===== config.mk =====
export PLATFORM = sky130hd
export DESIGN_NAME = vga_led_decoder
export DESIGN_NICKNAME = d
export VERILOG_FILES = /design/src/rtl/vga_led_decoder.sv
export SDC_FILE = /design/constraint.sdc
export NUM_CORES = 1
export LEC_CHECK = 0
export CORE_UTILIZATION = 55
export CTS_BUF_LIST = sky130_fd_sc_hd__clkbuf_4 sky130_fd_sc_hd__clkbuf_8
export DETAILED_ROUTE_END_ITERATION = 10
export GPL_ROUTABILITY_DRIVEN = 0
export PLACE_DENSITY_LB_ADDON = 0.05
export SLEW_MARGIN = 20
export SYNTH_ARGS = -nofsm -noshare
export SYNTH_HDL_FRONTEND = slang
export SYNTH_SLANG_ARGS = --single-unit

===== constraint.sdc =====
create_clock -name clk50 -period 11.5 [get_ports clk50]
set_clock_uncertainty 0.2 [all_clocks]
set_input_delay 2.875 -clock clk50 [delete_from_list [all_inputs] [get_ports clk50]]
set_output_delay 2.875 -clock clk50 [all_outputs]
set_load 0.02 [all_outputs]

===== src/rtl/vga_led_decoder.sv =====
// Recovers the eight seven-segment bytes drawn by the VGA emulator by sampling
// one pixel per segment and publishing a frame only when its geometry is clean.
module vga_led_decoder #(
    parameter logic [7:0] LIT_THRESH = 8'h80,
    parameter int         H_PIX      = 640,
    parameter int         V_LINES    = 480,
    // Shrinks the digit cell and sample points by 2**SCALE_LG; 0 gives the 64x128 cell.
    parameter int         SCALE_LG   = 0
) (
    input  logic       clk50,
    input  logic       reset,
    input  logic [7:0] VGA_R,
    input  logic [7:0] VGA_G,
    input  logic [7:0] VGA_B,
    input  logic       VGA_CLK,
    input  logic       VGA_HS,
    input  logic       VGA_VS,
    input  logic       VGA_BLANK_n,
    output logic [7:0] hex0,
    output logic [7:0] hex1,
    output logic [7:0] hex2,
    output logic [7:0] hex3,
    output logic [7:0] hex4,
    output logic [7:0] hex5,
    output logic [7:0] hex6,
    output logic [7:0] hex7,
    output logic       frame_done,
    output logic       locked,
    output logic       fsm_state
);

    typedef enum logic {
        SEEK  = 1'b0,
        FRAME = 1'b1
    } state_t;

    localparam int         CW     = 6 - SCALE_LG;
    localparam int         CH     = 7 - SCALE_LG;
    localparam logic [9:0] X_MASK = 10'((1 << CW) - 1);
    localparam logic [8:0] Y_MASK = 9'((1 << CH) - 1);
    localparam logic [9:0] X_LO   = 10'(1 << CW);
    localparam logic [9:0] X_HI   = 10'(9 << CW);
    localparam int SEG_X [8] = '{20, 44, 44, 20, 4, 4, 20, 52};
    localparam int SEG_Y [8] = '{4, 28, 76, 100, 76, 28, 52, 116};

    state_t state, state_next;

    logic       clk_r, clk_q, vs_r, vs_q, blank_r, blank_q;
    logic [7:0] r_r;
    logic       pix, vs_fall, blank_fall;

    logic [9:0] x;
    logic [8:0] y;
    logic       geom_err;
    logic [7:0][7:0] shadow;
    logic [7:0][7:0] hex_q;

    logic [9:0] lx;
    logic [8:0] ly;
    logic       in_win;
    logic       seg_hit;
    logic [2:0] seg_sel;
    logic [2:0] hex_idx;
    logic       publish, drop;

    logic unused_ok;
    assign unused_ok = ^{VGA_G, VGA_B, VGA_HS};

    assign pix        = clk_r & ~clk_q;
    assign vs_fall    = vs_q & ~vs_r;
    assign blank_fall = blank_q & ~blank_r;

    always_ff @(posedge clk50 or posedge reset) begin
        if (reset) begin
            clk_r   <= 1'b0;
            clk_q   <= 1'b0;
            vs_r    <= 1'b0;
            vs_q    <= 1'b0;
            blank_r <= 1'b0;
            blank_q <= 1'b0;
            r_r     <= 8'h00;
        end else begin
            clk_r   <= VGA_CLK;
            clk_q   <= clk_r;
            vs_r    <= VGA_VS;
            vs_q    <= vs_r;
            blank_r <= VGA_BLANK_n;
            blank_q <= blank_r;
            r_r     <= VGA_R;
        end
    end

    // Digit column 8 (the rightmost cell) wraps to hex7 through the 3-bit subtract.
    assign lx      = x & X_MASK;
    assign ly      = y & Y_MASK;
    assign in_win  = (x >= X_LO) && (x < X_HI) && ((y >> CH) == 9'd1);
    assign hex_idx = 3'(x >> CW) - 3'd1;

    always_comb begin
        seg_hit = 1'b0;
        seg_sel = 3'd0;
        if (in_win) begin
            for (int i = 0; i < 8; i++) begin
                if (!seg_hit && lx == 10'(SEG_X[i] >> SCALE_LG) &&
                    ly == 9'(SEG_Y[i] >> SCALE_LG)) begin
                    seg_hit = 1'b1;
                    seg_sel = 3'(i);
                end
            end
        end
    end

    // A VS fall takes priority over any pixel or line event in the same cycle.
    always_ff @(posedge clk50 or posedge reset) begin
        if (reset) begin
            x        <= 10'd0;
            y        <= 9'd0;
            geom_err <= 1'b0;
            shadow   <= '0;
        end else if (vs_fall) begin
            x        <= 10'd0;
            y        <= 9'd0;
            geom_err <= 1'b0;
            shadow   <= '0;
        end else begin
            if (pix) begin
                if (blank_r) begin
                    if (x != '1) x <= x + 10'd1;
                    if (seg_hit) shadow[hex_idx][seg_sel] <= (r_r >= LIT_THRESH);
                end else begin
                    x <= 10'd0;
                end
            end
            if (blank_fall) begin
                if (y != '1) y <= y + 9'd1;
                if (x != 10'(H_PIX)) geom_err <= 1'b1;
            end
        end
    end

    always_ff @(posedge clk50 or posedge reset) begin
        if (reset) state <= SEEK;
        else       state <= state_next;
    end

    always_comb begin
        state_next = state;
        publish    = 1'b0;
        drop       = 1'b0;
        case (state)
            SEEK: begin
                if (vs_fall) state_next = FRAME;
            end
            FRAME: begin
                if (vs_fall) begin
                    if (y == 9'(V_LINES) && !geom_err) publish = 1'b1;
                    else                                 drop    = 1'b1;
                end
            end
            default: state_next = SEEK;
        endcase
    end

    always_ff @(posedge clk50 or posedge reset) begin
        if (reset) begin
            hex_q      <= '0;
            locked     <= 1'b0;
            frame_done <= 1'b0;
        end else begin
            frame_done <= publish;
            if (publish) begin
                hex_q  <= shadow;
                locked <= 1'b1;
            end else if (drop) begin
                locked <= 1'b0;
            end
        end
    end

    assign fsm_state = (state == FRAME);

    assign hex0 = hex_q[0];
    assign hex1 = hex_q[1];
    assign hex2 = hex_q[2];
    assign hex3 = hex_q[3];
    assign hex4 = hex_q[4];
    assign hex5 = hex_q[5];
    assign hex6 = hex_q[6];
    assign hex7 = hex_q[7];

endmodule

==> summary.md, run 1 <==
| Metric | Value |
|---|---|
| Reg2reg path depth | `8` |
| Post-DP HPWL | `11.5 mm` |
| Yosys reg bits | `158` |
| Power Total | `1.00 mW` |
| DR vias/cell | `5.79` |
| Starting Density | `0.564` |
| WL final | `17.6 mm` |
| Die Y | `119 µm` |
| Antenna violations before repair | `0` |
| Async S/R FF share, synth | `1.00` |
| Final Hold Fails | `0` |
| Worst Tran Pin Value | `1050 ps` |
| Most frequent cells in the layout | `nand2_1, dfrtp_1, clkdlybuf4s50_1` |
| CTS Hold Bufs | `0` |
| Worst-path fanout max | `94` |
| Gr usage total | `0.265` |
| DRC | `0` |
| Top_reg_cell synth | `dfrtp_1` |
| Htree depth | `4` |
| Post-CTS setup buffers | `0` |
| Port bufs | `72` |
| Leak pwr | `3.84 nW` |
| Nets | `894` |
| Syn avg cell area | `9.23 µm²` |
| Routed Antenna Nets | `0` |
| Critical Path End Type | `asynchronous set/reset pin` |
| Non-Filler Instances | `1044` |
| Wire length per cell | `16.9 µm` |
| Area Overhead vs Synth | `15.5%` |
| Hold path cells | `0` |
| Pre-antenna DRT Iters | `5` |
| Final setup fails | `0` |
| Die area | `0.0140 mm²` |
| Post-synth EDFFs | `0` |
| Root Buffer | `clkbuf_8` |
| Netlist Area Pre-Place | `0.00747 mm²` |
| Max_cap viols | `0` |
| Clock Sinks | `158` |
| Synth unique cells | `57` |
| Reg clk slew, reported paths | `80 ps` |
| Commonest non-fill, non-tap cell in the layout | `nand2_1` |
| Tmin final | `4540 ps` |
| Hold crit path type | `reg2reg` |
| First-pass GRT wire length | `28.9 mm` |
| Routed vias | `6044` |
| WS Path Type | `in2async` |
| Final setup TNS | `0 ps` |
| Grt ovf | `0` |
| I/O pin cnt | `97` |
| Synth warnings | `0` |
| Die X | `119 µm` |
| Fillers | `1116` |
| Unrepaired setup endpoints after global routing | `false` |
| Largest net degree at the start of global routing | `95` |
| Number of diodes | `0` |
| Clk_lat worst skew | `460 ps` |
| Utilization after layout | `0.652` |
| Core area | `0.0132 mm²` |
| Post-synthesis sequential area ratio | `0.529` |
| Outcome | `finished clean` |
| Cts repair resizes | `0` |
| Max Clk Rate | `0.220 GHz` |
| Power Dens Cells | `116 mW/mm²` |
| Slew Limit Fails | `0` |
| Row Count | `42` |
| Post-synth net total | `848` |
| DP Cell Count | `1012` |
| Worst VDD drop | `81.9 µV` |
| Normalized max-slew margin | `0.298` |
| DRT iter0 DRCs | `499` |
| Vias in the first global route | `5658` |
| Num CTS Buffers | `17` |
| Max Root-Sink Buffers | `2` |
| Startpoint Class | `input port` |
| CTS tree | `yes` |
| Required @ worst endpoint | `11790 ps` |
| CP arrival | `4830 ps` |
| Period utilisation layout | `0.395` |
| Mapped Cells | `809` |
| Fraction of layout instances using a drive strength above 1 | `0.0760` |
==> through the flow <==
step                      setup WS, ps  hold WS, ps  instance area (µm²)
final                             6960          187                 8630
after detailed placement          6410          172                 8260
after floorplan                   4160          147                 7470
after global routing              6690          215                 8630
after global placement            6460          157                 8260
after CTS                         6910          191                 8630
==> registers in the layout, summed over array words and instances, names as in the netlist <==
name / count
shadow: 64
blank_r: 1
clk_q: 1
hex5: 8
fsm_state: 1
geom_err: 1
x: 10
r_r: 1
hex4: 8
vs_q: 1
hex7: 8
frame_done: 1
hex3: 8
hex6: 8
y: 9
clk_r: 1
hex2: 8
locked: 1
blank_q: 1
hex0: 8
hex1: 8
vs_r: 1
==> where the power goes <==
part	internal [mW]	leakage, nW	switching [mW]
combinational	0.0131	1.48	0.0327
clock	0.179	0.186	0.210
sequential	0.561	2.18	0.00823
total	0.753	3.84	0.250
==> cells in the mapped netlist, types with 4 or more instances <==
cell type | instances | area (µm²)
a21o_1 | 6 | 45.0
and2_1 | 4 | 25.0
o2111ai_1 | 9 | 78.8
inv_1 | 8 | 30.0
buf_1 | 5 | 18.8
mux2i_1 | 9 | 90.1
nor2b_1 | 9 | 56.3
nand2_1 | 224 | 841
xor2_1 | 6 | 52.6
nand4_1 | 12 | 75.1
or3_1 | 4 | 25.0
xnor2_1 | 6 | 52.6
o21ai_1 | 8 | 40.0
a21oi_1 | 66 | 330
dfrtp_1 | 158 | 3950
nor2_1 | 31 | 116
nand2b_1 | 5 | 31.3
nor4_1 | 5 | 31.3
nand3b_1 | 5 | 37.5
buf_2 | 5 | 25.0
o21ai_0 | 51 | 255
and3_1 | 6 | 37.5
nor3_1 | 9 | 45.0
a2111oi_4 | 8 | 220
nand3_1 | 62 | 310
ha_1 | 9 | 113
clkbuf_1 | 36 | 135
==> worst paths after layout <==
| kind | endpoint | slack, ps | startpoint |
|---|---|---|---|
| setup / recovery | shadow[46] | 6960 | reset |
| hold / removal | clk_q | 190 | clk_r |
| setup reg to reg | shadow[15] | 7470 | x[6] |
| hold reg to reg | clk_q | 190 | clk_r |
| max in group clk50 | hex4[0] | 6970 | hex4[0] |
| min in group asynchronous | hex5[2] | 2750 | reset |
==> per-layer routing <==
| metal | vias to the layer above | global-route usage | wire (µm) |
|---|---|---|---|
| li1 | 2869 | - | - |
| met1 | 2933 | 0.355 | 7640 |
| met2 | 206 | 0.418 | 8450 |
| met3 | 36 | 0.0487 | 1030 |
| met4 | 0 | 0.128 | 480 |
| met5 | - | 0 | 0 |
==> worst max-delay path, cell delays in order <==
cell and delay (ps):
clkdlybuf4s50_1 470, inv_6 610, buf_4 770
==> final cells by class <==
cell class	instances	area (µm²)	share of cell area
clock buffers	19	255	0.0296
clock inverters	13	113	0.0131
inverters	8	35.0	0.00406
multi-input cells	593	3290	0.382
flip-flops and latches	158	3950	0.458
well taps	176	220	0.0255
repair buffers	77	758	0.0879
==> logic make-up (layout without fill, tap and decap cells) <==
group	Yosys count	in the layout	share of synthesized area
xor gates and xnor gates	13	13	0.0163
muxes	9	9	0.0121
DFF	158	158	0.529
and+or+nand+nor	399	399	0.248
buffers and inverters	58	117	0.0322
AOI/OAI and AO/OA	163	163	0.147
adders and majority gates	9	9	0.0151
Note: power is estimated with default switching activity, not from simulation.
==> inputs of run 2 (changes only) <==
==> constraint.sdc (replaced) <==
create_clock -name clk50 -period 4.2 [get_ports clk50]
set_clock_uncertainty 0.2 [all_clocks]
set_input_delay 1.05 -clock clk50 [delete_from_list [all_inputs] [get_ports clk50]]
set_output_delay 1.05 -clock clk50 [all_outputs]
set_load 0.02 [all_outputs]
==> summary.md, run 2 (synthesized netlist as in run 1, its figures left out) <==
| Metric | Value |
|---|---|
| Reg2reg path depth | `9` |
| Delay-heaviest family, CP | `simple AND/OR/NAND/NOR gates` |
| Root Buffer | `clkbuf_8` |
| WS Path Type | `reg2reg` |
| Multi-input logic area | `0.00329 mm²` |
| Power Dens Cells | `334 mW/mm²` |
| CP max stage cell | `and2_0` |
| RR Startpoint | `x[6]` |
| Outcome | `finished clean` |
| Htree depth | `4` |
| Post-CTS setup buffers | `0` |
| Utilization after layout | `0.664` |
| Cts repair resizes | `0` |
| Power Total | `2.94 mW` |
| Period utilisation layout | `0.743` |
| Max Root-Sink Buffers | `2` |
| Die X | `119 µm` |
| Leak pwr | `3.94 nW` |
| Reg2Reg Setup Slack | `1080 ps` |
| CTS Hold Bufs | `0` |
| Hold path cells | `0` |
| Final setup fails | `0` |
| Hold crit path type | `reg2reg` |
| Non-Filler Instances | `1052` |
| Worst-path fanout max | `18` |
| Pre-antenna DRT Iters | `5` |
| Most frequent cells in the layout | `nand2_1, dfrtp_1, clkdlybuf4s50_1` |
| Commonest non-fill, non-tap cell in the layout | `nand2_1` |
| Startpoint Class | `flop` |
| Tmin final | `3120 ps` |
| Critical Path End Type | `flop` |
| Reg clk slew, reported paths | `80 ps` |
| Slew Limit Fails | `0` |
| Vias in the first global route | `6006` |
| Hold slack | `181 ps` |
| Row Count | `42` |
| Fraction of layout instances using a drive strength above 1 | `0.0845` |
| WL final | `18.1 mm` |
| Die area | `0.0140 mm²` |
| CTS tree | `yes` |
| Gr usage total | `0.275` |
| Antenna violations before repair | `0` |
| Final setup TNS | `0 ps` |
| Max reg flops | `64` |
| DP Cell Count | `1021` |
| Worst VDD drop | `207 µV` |
| Grt ovf | `0` |
| Area Overhead vs Synth | `17.8%` |
| Routed vias | `6082` |
| Port bufs | `72` |
| Crit path largest cell delay | `750 ps` |
| Clock Sinks | `158` |
| DRC | `0` |
| Nets | `903` |
| Hold endpoint | `clk_q` |
| Required @ worst endpoint | `4380 ps` |
| I/O pin cnt | `97` |
| Starting Density | `0.564` |
| Num CTS Buffers | `17` |
| Final Hold Fails | `0` |
| Worst path bufs/invs | `2` |
| Post-DP HPWL | `12.0 mm` |
| CP arrival | `3300 ps` |
| Die Y | `119 µm` |
| Storage element area | `0.00395 mm²` |
| R2R Path End | `shadow[19]` |
| DR vias/cell | `5.78` |
| Hold Crit Start | `clk_r` |
| Worst Tran Pin Value | `846 ps` |
| Routed Antenna Nets | `0` |
| Wire length per cell | `17.2 µm` |
| Biggest regs | `shadow (64), x (10), y (9)` |
| Largest register by flop count | `shadow` |
| Normalized max-slew margin | `0.436` |
| Critical-path cell list | `buf_4 -> inv_1 -> ha_1 -> or3b_2 -> a31oi_1 -> nor3b_2 -> and2_0 -> nand3_1 -> a21oi_1` |
| Largest net degree at the start of global routing | `76` |
| Max Clk Rate | `0.321 GHz` |
| First-pass GRT wire length | `30.1 mm` |
| Fillers | `1093` |
| Max_cap viols | `0` |
| Clk_lat worst skew | `460 ps` |
| Number of diodes | `0` |
| DRT iter0 DRCs | `404` |
| Core area | `0.0132 mm²` |
| Unrepaired setup endpoints after global routing | `false` |
[run 2: cell types whose count changed in the layout (fill, tap and decap cells not counted)]
| cell | change |
|---|---|
| o21ai_1 | -1 |
| bufinv_16 | +3 |
| inv_6 | -2 |
| buf_12 | +2 |
| clkinv_2 | -3 |
| o21ai_0 | +1 |
| clkbuf_8 | +2 |
| buf_4 | +7 |
| clkbuf_4 | +1 |
| clkinvlp_4 | -2 |
[run 2: worst max path at each step]
stage | from | end | slack [ps] | cells past startpoint
floorplan | x[6] | shadow[36] | 790 | 11
global placement | x[0] | shadow[4] | 1250 | 8
detailed placement | x[0] | shadow[4] | 1130 | 8
CTS | x[0] | shadow[4] | 1110 | 8
global route | x[6] | shadow[58] | 860 | 9
finish | x[6] | shadow[19] | 1080 | 9
[run 2: stage by stage]
step	cell area, µm²	setup WS, ps
global placement	8350	1250
finish	8800	1080
CTS	8800	1110
global route	8800	855
detailed placement	8350	1130
floorplan	7470	786
[run 2: power by group]
group / total, mW / switching [mW] / internal [mW]
Combinational: 0.130 / 0.0882 / 0.0416
Clock: 1.25 / 0.542 / 0.708
Sequential: 1.56 / 0.0258 / 1.54
Total: 2.94 / 0.656 / 2.29
[run 2: cell type report]
cell class	instances	share of cell area
timing repair buffer	86	0.0967
sequential	158	0.449
clock buffer	22	0.0330
tap	176	0.0250
inverter	8	0.00384
clock inverter	9	0.0178
multi-input combinational	593	0.374
[run 2: worst reg2reg max path, delay by kind of cell (launching register included)]
kind | cells | cell delay (ps)
adder cells (fa/ha/maj) | 1 | 270
flip-flops | 1 | 330
AO/OA/AOI/OAI | 2 | 260
buffers and inverters | 2 | 370
AND/OR/NAND/NOR | 4 | 1620
[run 2: metal layers]
metal,share of wire,global-route usage,vias to the layer above,wire [µm]
met5,0,0,-,0
met4,0.027,0.131,0,491
met3,0.058,0.0603,38,1050
met2,0.49,0.436,180,8780
met1,0.43,0.361,2974,7740
li1,-,-,2890,-
==> inputs of run 3 (changes only) <==
--- a/config.mk
+++ b/config.mk
@@ -5,7 +5,7 @@
 export SDC_FILE = /design/constraint.sdc
 export NUM_CORES = 1
 export LEC_CHECK = 0
-export CORE_UTILIZATION = 55
+export CORE_UTILIZATION = 52
 export CTS_BUF_LIST = sky130_fd_sc_hd__clkbuf_4 sky130_fd_sc_hd__clkbuf_8
 export DETAILED_ROUTE_END_ITERATION = 10
 export GPL_ROUTABILITY_DRIVEN = 0
==> constraint.sdc (replaced) <==
create_clock -name clk50 -period 2.59 [get_ports clk50]
set_clock_uncertainty 0.2 [all_clocks]
set_input_delay 0.6475 -clock clk50 [delete_from_list [all_inputs] [get_ports clk50]]
set_output_delay 0.6475 -clock clk50 [all_outputs]
set_load 0.02 [all_outputs]
==> summary.md, run 3 (synthesized netlist as in run 1, its figures left out) <==
| Metric | Value |
|---|---|
| Largest net degree at the start of global routing | `71` |
| Critical Path End Type | `flop` |
| Switching Share | `0.244` |
| Non-Filler Instances | `1142` |
| Core area | `0.0139 mm²` |
| Worst VDD drop | `286 µV` |
| Startpoint Class | `flop` |
| Power Dens Cells | `480 mW/mm²` |
| WS Path Type | `reg2reg` |
| Final setup fails | `7` |
| Leak pwr | `4.41 nW` |
| Seq pwr share | `0.531` |
| Outcome | `complete, but fails checks` |
| Final Hold Fails | `0` |
| Max_cap viols | `0` |
| Biggest regs | `shadow (64), x (10), y (9)` |
| Max Root-Sink Buffers | `2` |
| Final WS setup | `-39.7 ps` |
| Clock Sinks | `158` |
| Grt ovf | `0` |
| Period utilisation layout | `1.02` |
| Post-DP HPWL | `13.0 mm` |
| DR vias/cell | `5.70` |
| Cell area after layout | `0.00988 mm²` |
| Num CTS Buffers | `17` |
| Number of diodes | `0` |
| DRC | `0` |
| Placed Instance Area | `0.00903 mm²` |
| Worst Tran Pin Value | `822 ps` |
| Slew Limit Fails | `0` |
| Starting Density | `0.536` |
| Power Total | `4.74 mW` |
| Worst slack at placement | `-81.6 ps` |
| Die X | `122 µm` |
| Routed Antenna Nets | `0` |
| CTS Hold Bufs | `0` |
| DRT iter0 DRCs | `466` |
| I/O pin cnt | `97` |
| Antenna violations before repair | `0` |
| Normalized max-slew margin | `0.452` |
| Gr usage total | `0.272` |
| WL final | `19.2 mm` |
| DP Cell Count | `1098` |
| Max Clk Rate | `0.380 GHz` |
| Die area | `0.0148 mm²` |
| Wire length per cell | `16.9 µm` |
| Vias in the first global route | `6296` |
| Pre-antenna DRT Iters | `5` |
| Tmin final | `2630 ps` |
| Largest register by flop count | `shadow` |
| Violated checks | `setup timing` |
| Unrepaired setup endpoints after global routing | `true` |
| Max reg flops | `64` |
| Area Overhead vs Synth | `32.3%` |
| Clock Power Share | `0.400` |
| Required @ worst endpoint | `2740 ps` |
| Fraction of layout instances using a drive strength above 1 | `0.243` |
| Gate power share | `0.070` |
| Row Count | `43` |
| Root Buffer | `clkbuf_8` |
| Hold crit path type | `reg2reg` |
| Htree depth | `4` |
| Worst-path fanout max | `8` |
| Nets | `988` |
| First-pass GRT wire length | `31.4 mm` |
| Reg clk slew, reported paths | `80 ps` |
| Psw | `1.15 mW` |
| Most frequent cells in the layout | `nand2_1, dfrtp_1, buf_4` |
| CTS tree | `yes` |
| CP arrival | `2780 ps` |
| Internal power | `3.58 mW` |
| Commonest non-fill, non-tap cell in the layout | `nand2_1` |
| Routed vias | `6512` |
| Port bufs | `72` |
| Clk_lat worst skew | `470 ps` |
| Fillers | `1066` |
| Die Y | `122 µm` |
run 3: changes by cell type in the layout (fill, tap and decap cells not counted), sizes merged:
cell      delta
buf         +85
clkbuf       -1
clkinv       +3
clkinvlp     +1
bufinv       -2
run 3: metrics by stage:
stage | util | hold slack, ps | TNS [ps]
detailed placement | 0.648 | 160 | -1830
global route | 0.709 | 189 | -3130
finish | 0.709 | 177 | -93.4
floorplan | - | 147 | -40820
CTS | 0.685 | 180 | -35.0
global placement | 0.648 | 156 | -1590
run 3: worst max-delay path, stage by stage (launching register included):
cell,delay [ps]
dfrtp_1,400
inv_2,80
ha_4,150
or3b_4,410
nor2_4,180
nand3_4,160
buf_6,180
a2111oi_4,350
buf_6,180
a21boi_2,50
o21a_1,170
run 3: layer usage:
| metal | up-vias | routed length [µm] | track usage |
|---|---|---|---|
| li1 | 3058 | - | - |
| met1 | 3230 | 8540 | 0.364 |
| met2 | 181 | 9450 | 0.437 |
| met3 | 43 | 802 | 0.0562 |
| met4 | 0 | 456 | 0.0988 |
| met5 | - | 0 | 0 |
run 3: what timing repair did:
action                                  CTS  global route
gates resized for setup                  12            85
pin swaps                                10            54
endpoints found under the setup margin   54            65
setup buffers                             6             6
run 3: path summary, 6_finish.rpt:
| path | start | end | slack, ps | cells past startpoint |
|---|---|---|---|---|
| min in group asynchronous | reset | shadow[43] | 290 | 2 |
| setup / recovery | x[0] | shadow[36] | -40 | 10 |
| hold reg to reg | clk_r | clk_q | 180 | 0 |
| max in group asynchronous | reset | shadow[23] | 1240 | 3 |
| hold / removal | clk_r | clk_q | 180 | 0 |
| setup reg to reg | x[0] | shadow[36] | -40 | 10 |
run 3: cell type report:
class                           count  area (µm²)  area share
Sequential cell                   158        3960       0.401
Multi-Input combinational cell    593        3650       0.370
Timing Repair Buffer              171        1590       0.161
Clock buffer                       21         283      0.0286
Tap cell                          180         225      0.0228
Clock inverter                     11         133      0.0134
Inverter                            8        41.3     0.00418
run 3: power groups by stage:
| stage | registers, mW | logic [mW] | clock network (mW) |
|---|---|---|---|
| floorplan | 2.56 | 0.169 | 0 |
| global placement | 2.56 | 0.270 | 0 |
| detailed placement | 2.56 | 0.278 | 0 |
| CTS | 2.51 | 0.299 | 1.93 |
| global route | 2.52 | 0.371 | 2.04 |
| finish | 2.52 | 0.330 | 1.89 |
